### config.mk
export PLATFORM = sky130hd
export DESIGN_NAME = outport_arbiter_flat
export DESIGN_NICKNAME = d
export VERILOG_FILES = /design/src/rtl/outport_arbiter_pkg.sv /design/src/rtl/outport_arbiter_if.sv /design/src/rtl/outport_arbiter_rr_pick.sv /design/src/rtl/outport_arbiter.sv /design/src/flat_wrapper.sv
export SDC_FILE = /design/constraint.sdc
export NUM_CORES = 1
export LEC_CHECK = 0
export ABC_AREA = 1
export ABC_CLOCK_PERIOD_IN_PS = 9030
export CAP_MARGIN = 20
export CORE_AREA = 2 2 107 109
export CTS_CLUSTER_DIAMETER = 60
export DETAILED_ROUTE_END_ITERATION = 8
export DIE_AREA = 0 0 109 111
export GPL_TIMING_DRIVEN = 0
export PLACE_DENSITY_LB_ADDON = 0.15
export SLEW_MARGIN = 25
export SYNTH_ARGS = -nofsm -noshare
export SYNTH_HDL_FRONTEND = slang
export SYNTH_SLANG_ARGS = --single-unit
### constraint.sdc
create_clock -name clk -period 9.03 [get_ports clk]
set_input_delay 2.2575 -clock clk [delete_from_list [all_inputs] [get_ports clk]]
set_output_delay 2.2575 -clock clk [all_outputs]
set_load 0.005 [all_outputs]
### src/rtl/outport_arbiter_pkg.sv
// Shared router package for the output-port arbiter slice.
// Holds the requester count, flit width, requester index names, the VC
// encoding and the rotate-pointer advance helper.
package outport_arbiter_pkg;

    localparam int NREQ  = 3;
    localparam int DW    = 64;
    localparam int PTR_W = (NREQ > 1) ? $clog2(NREQ) : 1;

    // Requester indices into req/din/gnt.
    typedef enum logic [PTR_W-1:0] {
        REQ_CW  = 2'd0,
        REQ_CCW = 2'd1,
        REQ_PE  = 2'd2
    } req_idx_e;

    // Virtual-channel encoding; also the polarity value that makes a VC internal.
    typedef enum logic {
        VC0 = 1'b0,
        VC1 = 1'b1
    } vc_e;

    // Pointer value after granting requester idx: the one just past it, wrapping.
    function automatic logic [PTR_W-1:0] next_ptr(input logic [PTR_W-1:0] idx);
        if (int'(idx) == NREQ - 1) begin
            return '0;
        end
        return idx + 1'b1;
    endfunction

endpackage

### src/rtl/outport_arbiter_if.sv
// Bundle between one output-port arbiter, its requesting input channels and
// its two VC buffer cells.
//   polarity            router polarity bit (selects the internal VC)
//   req_vc0/req_vc1     per-requester requests for each VC
//   din                 requester flits, requester i at [i*DW +: DW]
//   full_vc0/full_vc1   VC cell full flags
//   gnt                 one-hot grant back to the requesters
//   enq_vc0/enq_vc1     enqueue strobes to the VC cells
//   d_out               flit presented to both cells
//   phase_*             internal/external phase pins of both cells
// modport master: the arbiter side; modport slave: requesters + cells.
interface outport_arbiter_if;
    import outport_arbiter_pkg::*;

    logic                 polarity;
    logic [NREQ-1:0]      req_vc0;
    logic [NREQ-1:0]      req_vc1;
    logic [NREQ*DW-1:0]   din;
    logic                 full_vc0;
    logic                 full_vc1;
    logic [NREQ-1:0]      gnt;
    logic                 enq_vc0;
    logic                 enq_vc1;
    logic [DW-1:0]        d_out;
    logic                 phase_int_vc0;
    logic                 phase_int_vc1;
    logic                 phase_ext_vc0;
    logic                 phase_ext_vc1;

    modport master (
        input  polarity, req_vc0, req_vc1, din, full_vc0, full_vc1,
        output gnt, enq_vc0, enq_vc1, d_out,
               phase_int_vc0, phase_int_vc1, phase_ext_vc0, phase_ext_vc1
    );

    modport slave (
        output polarity, req_vc0, req_vc1, din, full_vc0, full_vc1,
        input  gnt, enq_vc0, enq_vc1, d_out,
               phase_int_vc0, phase_int_vc1, phase_ext_vc0, phase_ext_vc1
    );

endinterface

### src/rtl/outport_arbiter_rr_pick.sv
// Combinational rotate-priority picker.
//   req  N-wide request vector
//   ptr  index with highest priority this cycle
//   gnt  one-hot grant to the first request at or after ptr (wrapping)
//   any  1 when some request was granted
module outport_arbiter_rr_pick
    import outport_arbiter_pkg::*;
#(
    parameter int N  = NREQ,
    parameter int PW = PTR_W
) (
    input  logic [N-1:0]  req,
    input  logic [PW-1:0] ptr,
    output logic [N-1:0]  gnt,
    output logic          any
);

    logic [PW-1:0] sel;

    // Scan N positions starting at ptr; the first hit wins and masks the rest.
    always_comb begin
        gnt = '0;
        any = 1'b0;
        sel = '0;
        for (int k = 0; k < N; k++) begin
            sel = PW'((int'(ptr) + k) % N);
            if (!any && req[sel]) begin
                gnt[sel] = 1'b1;
                any      = 1'b1;
            end
        end
    end

endmodule

### src/rtl/outport_arbiter.sv
// Per-output-port round-robin arbiter/sequencer for the two-VC output cells.
// Each cycle the VC selected by polarity (the internal VC) may accept one
// flit: the first eligible requester at or after that VC's pointer is
// granted, its flit is driven on d_out and the VC's enqueue is raised.
// The phase pins of both cells are decoded straight from polarity.
//   clk, reset  clock and synchronous active-high reset
//   bus         arbiter side of outport_arbiter_if (see interface header)
module outport_arbiter
    import outport_arbiter_pkg::*;
(
    input  logic                clk,
    input  logic                reset,
    outport_arbiter_if.master   bus
);

    vc_e              act_vc;
    logic [NREQ-1:0]  req_act;
    logic             full_act;
    logic [NREQ-1:0]  elig;
    logic [PTR_W-1:0] ptr0;
    logic [PTR_W-1:0] ptr1;
    logic [PTR_W-1:0] ptr_act;
    logic [NREQ-1:0]  pick_gnt;
    logic             pick_any;
    logic             grant_vld;
    logic [PTR_W-1:0] gnt_idx;
    logic [DW-1:0]    d_sel;

    // Only the internal VC arbitrates; the other VC's requests are ignored.
    assign act_vc   = vc_e'(bus.polarity);
    assign req_act  = (act_vc == VC1) ? bus.req_vc1 : bus.req_vc0;
    assign full_act = (act_vc == VC1) ? bus.full_vc1 : bus.full_vc0;
    assign ptr_act  = (act_vc == VC1) ? ptr1 : ptr0;
    assign elig     = req_act & {NREQ{~full_act}};

    outport_arbiter_rr_pick #(
        .N  (NREQ),
        .PW (PTR_W)
    ) u_pick (
        .req (elig),
        .ptr (ptr_act),
        .gnt (pick_gnt),
        .any (pick_any)
    );

    // Reset blocks the grant combinationally so a held enq is never captured.
    assign grant_vld   = pick_any & ~reset;
    assign bus.gnt     = reset ? '0 : pick_gnt;
    assign bus.enq_vc0 = grant_vld & (act_vc == VC0);
    assign bus.enq_vc1 = grant_vld & (act_vc == VC1);

    always_comb begin
        gnt_idx = '0;
        for (int i = 0; i < NREQ; i++) begin
            if (pick_gnt[i]) begin
                gnt_idx = PTR_W'(i);
            end
        end
    end

    // AND-OR mux keyed on the masked grant, so d_out is zero without a grant.
    always_comb begin
        d_sel = '0;
        for (int i = 0; i < NREQ; i++) begin
            if (bus.gnt[i]) begin
                d_sel = bus.din[i*DW +: DW];
            end
        end
    end

    assign bus.d_out = d_sel;

    // Phase pins follow polarity regardless of reset.
    assign bus.phase_int_vc0 = ~bus.polarity;
    assign bus.phase_ext_vc0 =  bus.polarity;
    assign bus.phase_int_vc1 =  bus.polarity;
    assign bus.phase_ext_vc1 = ~bus.polarity;

    // Only the active VC's pointer advances, and only on an actual grant.
    always_ff @(posedge clk) begin
        if (reset) begin
            ptr0 <= '0;
            ptr1 <= '0;
        end else if (pick_any) begin
            if (act_vc == VC1) begin
                ptr1 <= next_ptr(gnt_idx);
            end else begin
                ptr0 <= next_ptr(gnt_idx);
            end
        end
    end

endmodule

### src/flat_wrapper.sv
// flat-port wrapper written by rule: the top's interface ports become plain ports
module outport_arbiter_flat import outport_arbiter_pkg::*;
  (clk, reset, bus_polarity, bus_req_vc0, bus_req_vc1, bus_din, bus_full_vc0, bus_full_vc1, bus_gnt, bus_enq_vc0, bus_enq_vc1, bus_d_out, bus_phase_int_vc0, bus_phase_int_vc1, bus_phase_ext_vc0, bus_phase_ext_vc1);
  outport_arbiter_if bus_i ();
  input  logic clk;
  input  logic reset;
  input wire logic [$bits(bus_i.polarity)-1:0] bus_polarity;
  input wire logic [$bits(bus_i.req_vc0)-1:0] bus_req_vc0;
  input wire logic [$bits(bus_i.req_vc1)-1:0] bus_req_vc1;
  input wire logic [$bits(bus_i.din)-1:0] bus_din;
  input wire logic [$bits(bus_i.full_vc0)-1:0] bus_full_vc0;
  input wire logic [$bits(bus_i.full_vc1)-1:0] bus_full_vc1;
  output wire logic [$bits(bus_i.gnt)-1:0] bus_gnt;
  output wire logic [$bits(bus_i.enq_vc0)-1:0] bus_enq_vc0;
  output wire logic [$bits(bus_i.enq_vc1)-1:0] bus_enq_vc1;
  output wire logic [$bits(bus_i.d_out)-1:0] bus_d_out;
  output wire logic [$bits(bus_i.phase_int_vc0)-1:0] bus_phase_int_vc0;
  output wire logic [$bits(bus_i.phase_int_vc1)-1:0] bus_phase_int_vc1;
  output wire logic [$bits(bus_i.phase_ext_vc0)-1:0] bus_phase_ext_vc0;
  output wire logic [$bits(bus_i.phase_ext_vc1)-1:0] bus_phase_ext_vc1;
  assign bus_i.polarity = bus_polarity;
  assign bus_i.req_vc0 = bus_req_vc0;
  assign bus_i.req_vc1 = bus_req_vc1;
  assign bus_i.din = bus_din;
  assign bus_i.full_vc0 = bus_full_vc0;
  assign bus_i.full_vc1 = bus_full_vc1;
  assign bus_gnt = bus_i.gnt;
  assign bus_enq_vc0 = bus_i.enq_vc0;
  assign bus_enq_vc1 = bus_i.enq_vc1;
  assign bus_d_out = bus_i.d_out;
  assign bus_phase_int_vc0 = bus_i.phase_int_vc0;
  assign bus_phase_int_vc1 = bus_i.phase_int_vc1;
  assign bus_phase_ext_vc0 = bus_i.phase_ext_vc0;
  assign bus_phase_ext_vc1 = bus_i.phase_ext_vc1;
  outport_arbiter u_core (.clk(clk), .reset(reset), .bus(bus_i));
endmodule
# Word-level counts from Yosys, hierarchy flattened
# Index checks and enable logic that the tools add are counted.
totals:
  regBits: 4
  in_bits: 203
  out_inout_bits: 73
  word_cells: 70
classes:
  addsub: 3
  div: 3
  n_lt_le_gt_ge: 6
  eq_ne: 1
  muxes: 37
  bitwise_logic: 9
  reduce_logical: 9
op_table:
  columns: ["operator", "count"]
  rows:
  - ["64-bit 2-to-1 mux", 3]
  - ["32-bit by 3-bit modulo with 32-bit output (second input constant)", 2]
  - ["3-bit by 3-bit modulo with 32-bit output (second input constant)", 1]
  - ["1-bit 2-to-1 mux", 18]
  - ["3-bit 2-to-1 mux", 5]
  - ["2-bit 2-to-1 mux", 5]
  - ["2-bit by 3-bit < comparator with 1-bit output (second input constant)", 3]
  - ["1-bit binary-select mux with 2-bit select", 3]
  - ["1-bit demux with 2-bit select", 3]
  - ["2-bit by 1-bit >= comparator with 1-bit output (second input constant)", 3]
  - ["3-bit bitwise OR", 2]
  - ["1-bit logical AND", 5]
  - ["2-bit AND reduction", 2]
  - ["2-bit by 1-bit adder with 3-bit output (second input constant)", 1]
  - ["2-bit by 2-bit adder with 3-bit output (second input constant)", 1]
  - ["1-bit AND", 3]
  - ["3-bit AND", 1]
  - ["1-bit NOT", 3]
  - ["2-bit by 1-bit adder with 2-bit output (second input constant)", 1]
  - ["2-bit == test (second input constant)", 1]
  - ["1-bit logical NOT", 2]

# Longest topological paths before layout
depth:
  word_depth: 20
  depth_mapped: 20
  depth_no_buf: 18

# Hierarchy
# Synthesis repeated with hierarchy kept, for this count alone.
unflattened:
  cells_unflattened: 599
  hier_area_um2: 2598.7
modules_own_cells:
  columns: ["mod", "n_inst", "cells_each", "area_per_inst_um2", "seq_area_each_um2"]
  rows:
  - ["outport_arbiter", 1, 549, 2322.2, 80.1]
  - ["outport_arbiter_rr_pick", 1, 50, 276.5, 0.0]

# Worst setup path before layout
# Ideal clock, no wire load.
synth_path:
  path_kind: "input to output"
  from: "input bus_polarity"
  to: "output bus_d_out[10]"
  t_arrival_ps: 4363
  t_required_ps: 6773
  setup_slack_ps: 2409
  path_stages: 19
  path_buffers: 3
  cell_sequence: "buf_6 -> inv_6 -> or2_2 -> o21ai_0 -> inv_1 -> ha_1 -> inv_1 -> nor2_1 -> nand3_2 -> nand2_2 -> nor2_8 -> nand4_2 -> nand2_1 -> buf_6 -> buf_6 -> nand3_1 -> nand2_1 -> nor2_1 -> nor2_1"
synth_via:
  elab_chain_cells: 16
  word_cells_on_any_way: 46
  classes_between: "add/sub: 2; div: 3; order compare: 6; mux: 24; bitwise: 4; reduce/logical: 7"
synth_lines:
  columns: ["element", "line", "source"]
  rows:
  - ["start: declaration", "flat_wrapper.sv:7", "input wire logic [$bits(bus_i.polarity)-1:0] bus_polarity;"]
  - ["parallel branches: the longest is 11 deep, another holds 32-bit by 3-bit modulo with 32-bit output", null, null]
  - ["3-bit 2-to-1 mux *", "outport_arbiter_rr_pick.sv:27", "if (!any && req[sel]) begin"]
  - ["3-bit 2-to-1 mux *", "outport_arbiter.sv:48", "assign bus.gnt = reset ? '0 : pick_gnt;"]
  - ["64-bit 2-to-1 mux (2 in series)", "outport_arbiter.sv:65", "if (bus.gnt[i]) begin"]
  - ["64-bit 2-to-1 mux *", "outport_arbiter.sv:65", null]
  - ["end: declaration", "flat_wrapper.sv:16", "output wire logic [$bits(bus_i.d_out)-1:0] bus_d_out;"]
# Every way passes the cells marked *. The select of a mux whose other input is x is not followed.

# Worst setup path in the final report
layout_path:
  from: "input bus_polarity"
  to: "output bus_d_out[44]"
# Same word-level chain as after synthesis.

==> impl_metrics.py <==
metrics = {
    "synthesis": {
        "synth_top_area_share": 0.351,
        "ys_types": 28,
        "ys_top_cells_by_count": "261 x nor2_1, 132 x nand3_1, 88 x nand2_1",
        "yosysWarningCount": 0,
        "yosys-top-cells-area": "nor2_1 35%, nand3_1 24%, nand2_1 12%",
        "syn_area_per_cell_um2": 4.73,
        "yosysTopAreaCell": "nor2_1",
        "synthArstFlopShare": 0,
        "ys_seq_elements": 4,
        "netlist_instances": 590,
        "yosysMostFrequentCell": "nor2_1",
        "synth_edf_count": 0,
        "syn-cell-area_um2": 2790,
        "yosysSeqAreaShare": 0.0287,
        "ys.flop_type": "dfxtp_1",
        "syn_nets": 797,
    },
    "placement": {
        "hpwl_um": 11700,
        "io_buffer_count": 274,
        "gp_congestion": 0.863,
    },
    "timing": {
        "fmax_mhz": 134,
        "worstMarginPinSlew_ns": 0.498,
        "finalSetupViolCount": 0,
        "hold_viol_final": 0,
        "final.setup.tns_ns": 0,
        "fin_crit_sh": 0.829,
        "fin_crit_ns": 7.49,
        "rsz0062_at_grt": "no",
        "slew_viol_final": 0,
        "clock_skew_ns": 0.00167,
        "relSlewSlack": 0.668,
    },
    "die": {
        "initial_core_util": 0.252,
        "core-area_um2": 11100,
        "die_h_um": 111,
        "dieArea_um2": 12100,
        "num_rows": 39,
        "pin_count": 276,
        "die_w_um": 109,
    },
    "clock_tree": {
        "cts_root_buf": "clkbuf_16",
        "cts.sinks": 4,
        "cts_setup_buffers": 0,
        "postCtsHoldBufs": 0,
        "clock_latency_ns": 0.22,
        "cts_tree": "yes",
        "ctsResizeCount": 0,
        "tritoncts.num_buffers": 3,
        "clk_pin_slew_ns": 0.03,
        "cts.htree.levels": 1,
        "cts.path.max_buffers": 2,
    },
    "route": {
        "drc_errors": 0,
        "wire_per_inst_um": 14.1,
        "drt_pass1_iterations": 5,
        "postRouteAntennaNets": 0,
        "drtIter0Drc": 264,
        "vias": 4721,
        "highest_layer": "met4",
        "routed_wirelength_um": 14200,
        "wl_met2_um": 7200,
        "route.layer.met1.wl_um": 5480,
        "vias_per_cell": 4.67,
        "met3WireLength_um": 1310,
    },
    "power_and_ir_drop": {
        "irDropWorstVdd_v": 0.0000763,
        "pwr_density_cell_nw_per_um2": 111,
        "cellLeakagePower_nw": 2.80,
    },
    "cells_and_area": {
        "antennaDiodeCount": 0,
        "syn_to_final_growth_pct": 107,
        "n_fill_cell": 1139,
        "layout-drive-gt1-share": 0.0704,
        "seq_area_um2": 80.1,
        "fin_nets": 1076,
        "multi_input_area_um2": 2280,
        "final_util": 0.522,
    },
    "job": {
        "cap_viol_max_count": 0,
    },
    "setup_path": {
        "cp.arrival_ns": 5.23,
        "path_class": "in2out",
        "cp-end-kind": "output pin",
        "crit_fanout": 10,
        "startpoint_type": "input port",
        "worstPathRequired_ns": 6.77,
    },
    "worst_hold_path": {
        "hp-class": "reg2reg",
    },
    "global_routing": {
        "antenna_found_initial": 0,
        "grt_max_degree": 11,
        "grt_usage": 0.223,
        "grt_pass1_wl_um": 22100,
        "grt_pass1_vias": 4530,
        "overflow": 0,
    },
    "outcome": {
        "status": "complete, no violations",
    },
}
[per-layer routing]
layer	global-route usage	vias to the layer above
li1	-	2425
met1	0.255	2062
met2	0.420	216
met3	0.0412	18
met4	0.0427	0
met5	0	-
[worst max-delay path: stages]
cell and delay [ns]:
buf_6 0.12, inv_6 0.05, or2_2 0.26, o21ai_0 0.14, inv_1 0.11, ha_1 0.23, inv_1 0.14, nor2_1 0.07
nand3_2 0.09, nand2_2 0.09, nor2_8 0.17, nand3_1 0.09, nand2_1 0.08, inv_2 0.05, nand2_4 0.13, buf_4 0.20
nand3_1 0.08, nor2_1 0.11, nor2_1 0.05, nor2_1 0.17, clkdlybuf4s50_1 0.54
[placed cells by master, fill, tap and decap left out, types with 5 or more instances in the layout]
| cell | synthesis | layout |
|---|---|---|
| inv_1 | 11 | 11 |
| o21ai_0 | 7 | 7 |
| buf_6 | 13 | 13 |
| buf_2 | 8 | 8 |
| nand3_1 | 132 | 132 |
| nand2_1 | 88 | 88 |
| nor2_1 | 261 | 261 |
| a21oi_1 | 5 | 5 |
| buf_4 | 17 | 17 |
| clkdlybuf4s50_1 | 0 | 274 |
| clkbuf_1 | 12 | 12 |
[final timing paths]
path	startpoint	end	depth (start not counted)	slack (ns)
max	bus_polarity	bus_d_out[44]	21	1.54
min reg2reg	u_core.ptr0[1]	u_core.ptr0[1]	2	0.54
max reg2reg	u_core.ptr1[0]	u_core.ptr1[1]	14	6.60
min	u_core.ptr0[1]	u_core.ptr0[1]	2	0.54
[layout make-up]
class | instances | area share
clock buffer | 3 | 0.0130
sequential | 4 | 0.0138
buffer | 52 | 0.0634
inverter | 16 | 0.0112
multi-input combinational | 518 | 0.394
timing repair buffer | 274 | 0.474
tap | 143 | 0.0309
[through the flow]
stage | instances | hold WS (ns) | worst slack, ns | power, mW | instance area [µm²]
final | 1010 | 0.543 | 1.54 | 0.640 | 5790
after global routing | 1010 | 0.591 | 1.25 | 0.698 | 5790
after CTS | 1010 | 0.544 | 1.52 | 0.646 | 5790
after detailed placement | 1007 | 0.537 | 1.54 | 0.573 | 5710
after global placement | 1007 | 0.524 | 1.61 | 0.567 | 5710
after floorplan | 590 | 0.497 | 2.41 | 0.280 | 2790
[flip-flops by register name, indices dropped and copies added (netlist names)]
name         cells
u_core.ptr0      2
u_core.ptr1      2
[power by group]
| part | internal [mW] | total (mW) | leakage, nW | switching (mW) |
|---|---|---|---|---|
| logic | 0.301 | 0.548 | 2.73 | 0.248 |
| registers | 0.0215 | 0.0232 | 0.0330 | 0.00175 |
| clock network | 0.0565 | 0.0680 | 0.0370 | 0.0115 |
| total | 0.379 | 0.640 | 2.80 | 0.261 |
[kinds of logic after synthesis]
family                   count (synthesis)  share of synthesized area
AND/OR/NAND/NOR                        499                      0.768
buffers and inverters                   68                      0.155
AO/OA/AOI/OAI                           15                     0.0310
adder cells (fa/ha/maj)                  4                     0.0179
flip-flops                               4                     0.0287
No activity file was read; power rests on OpenSTA's default activity.
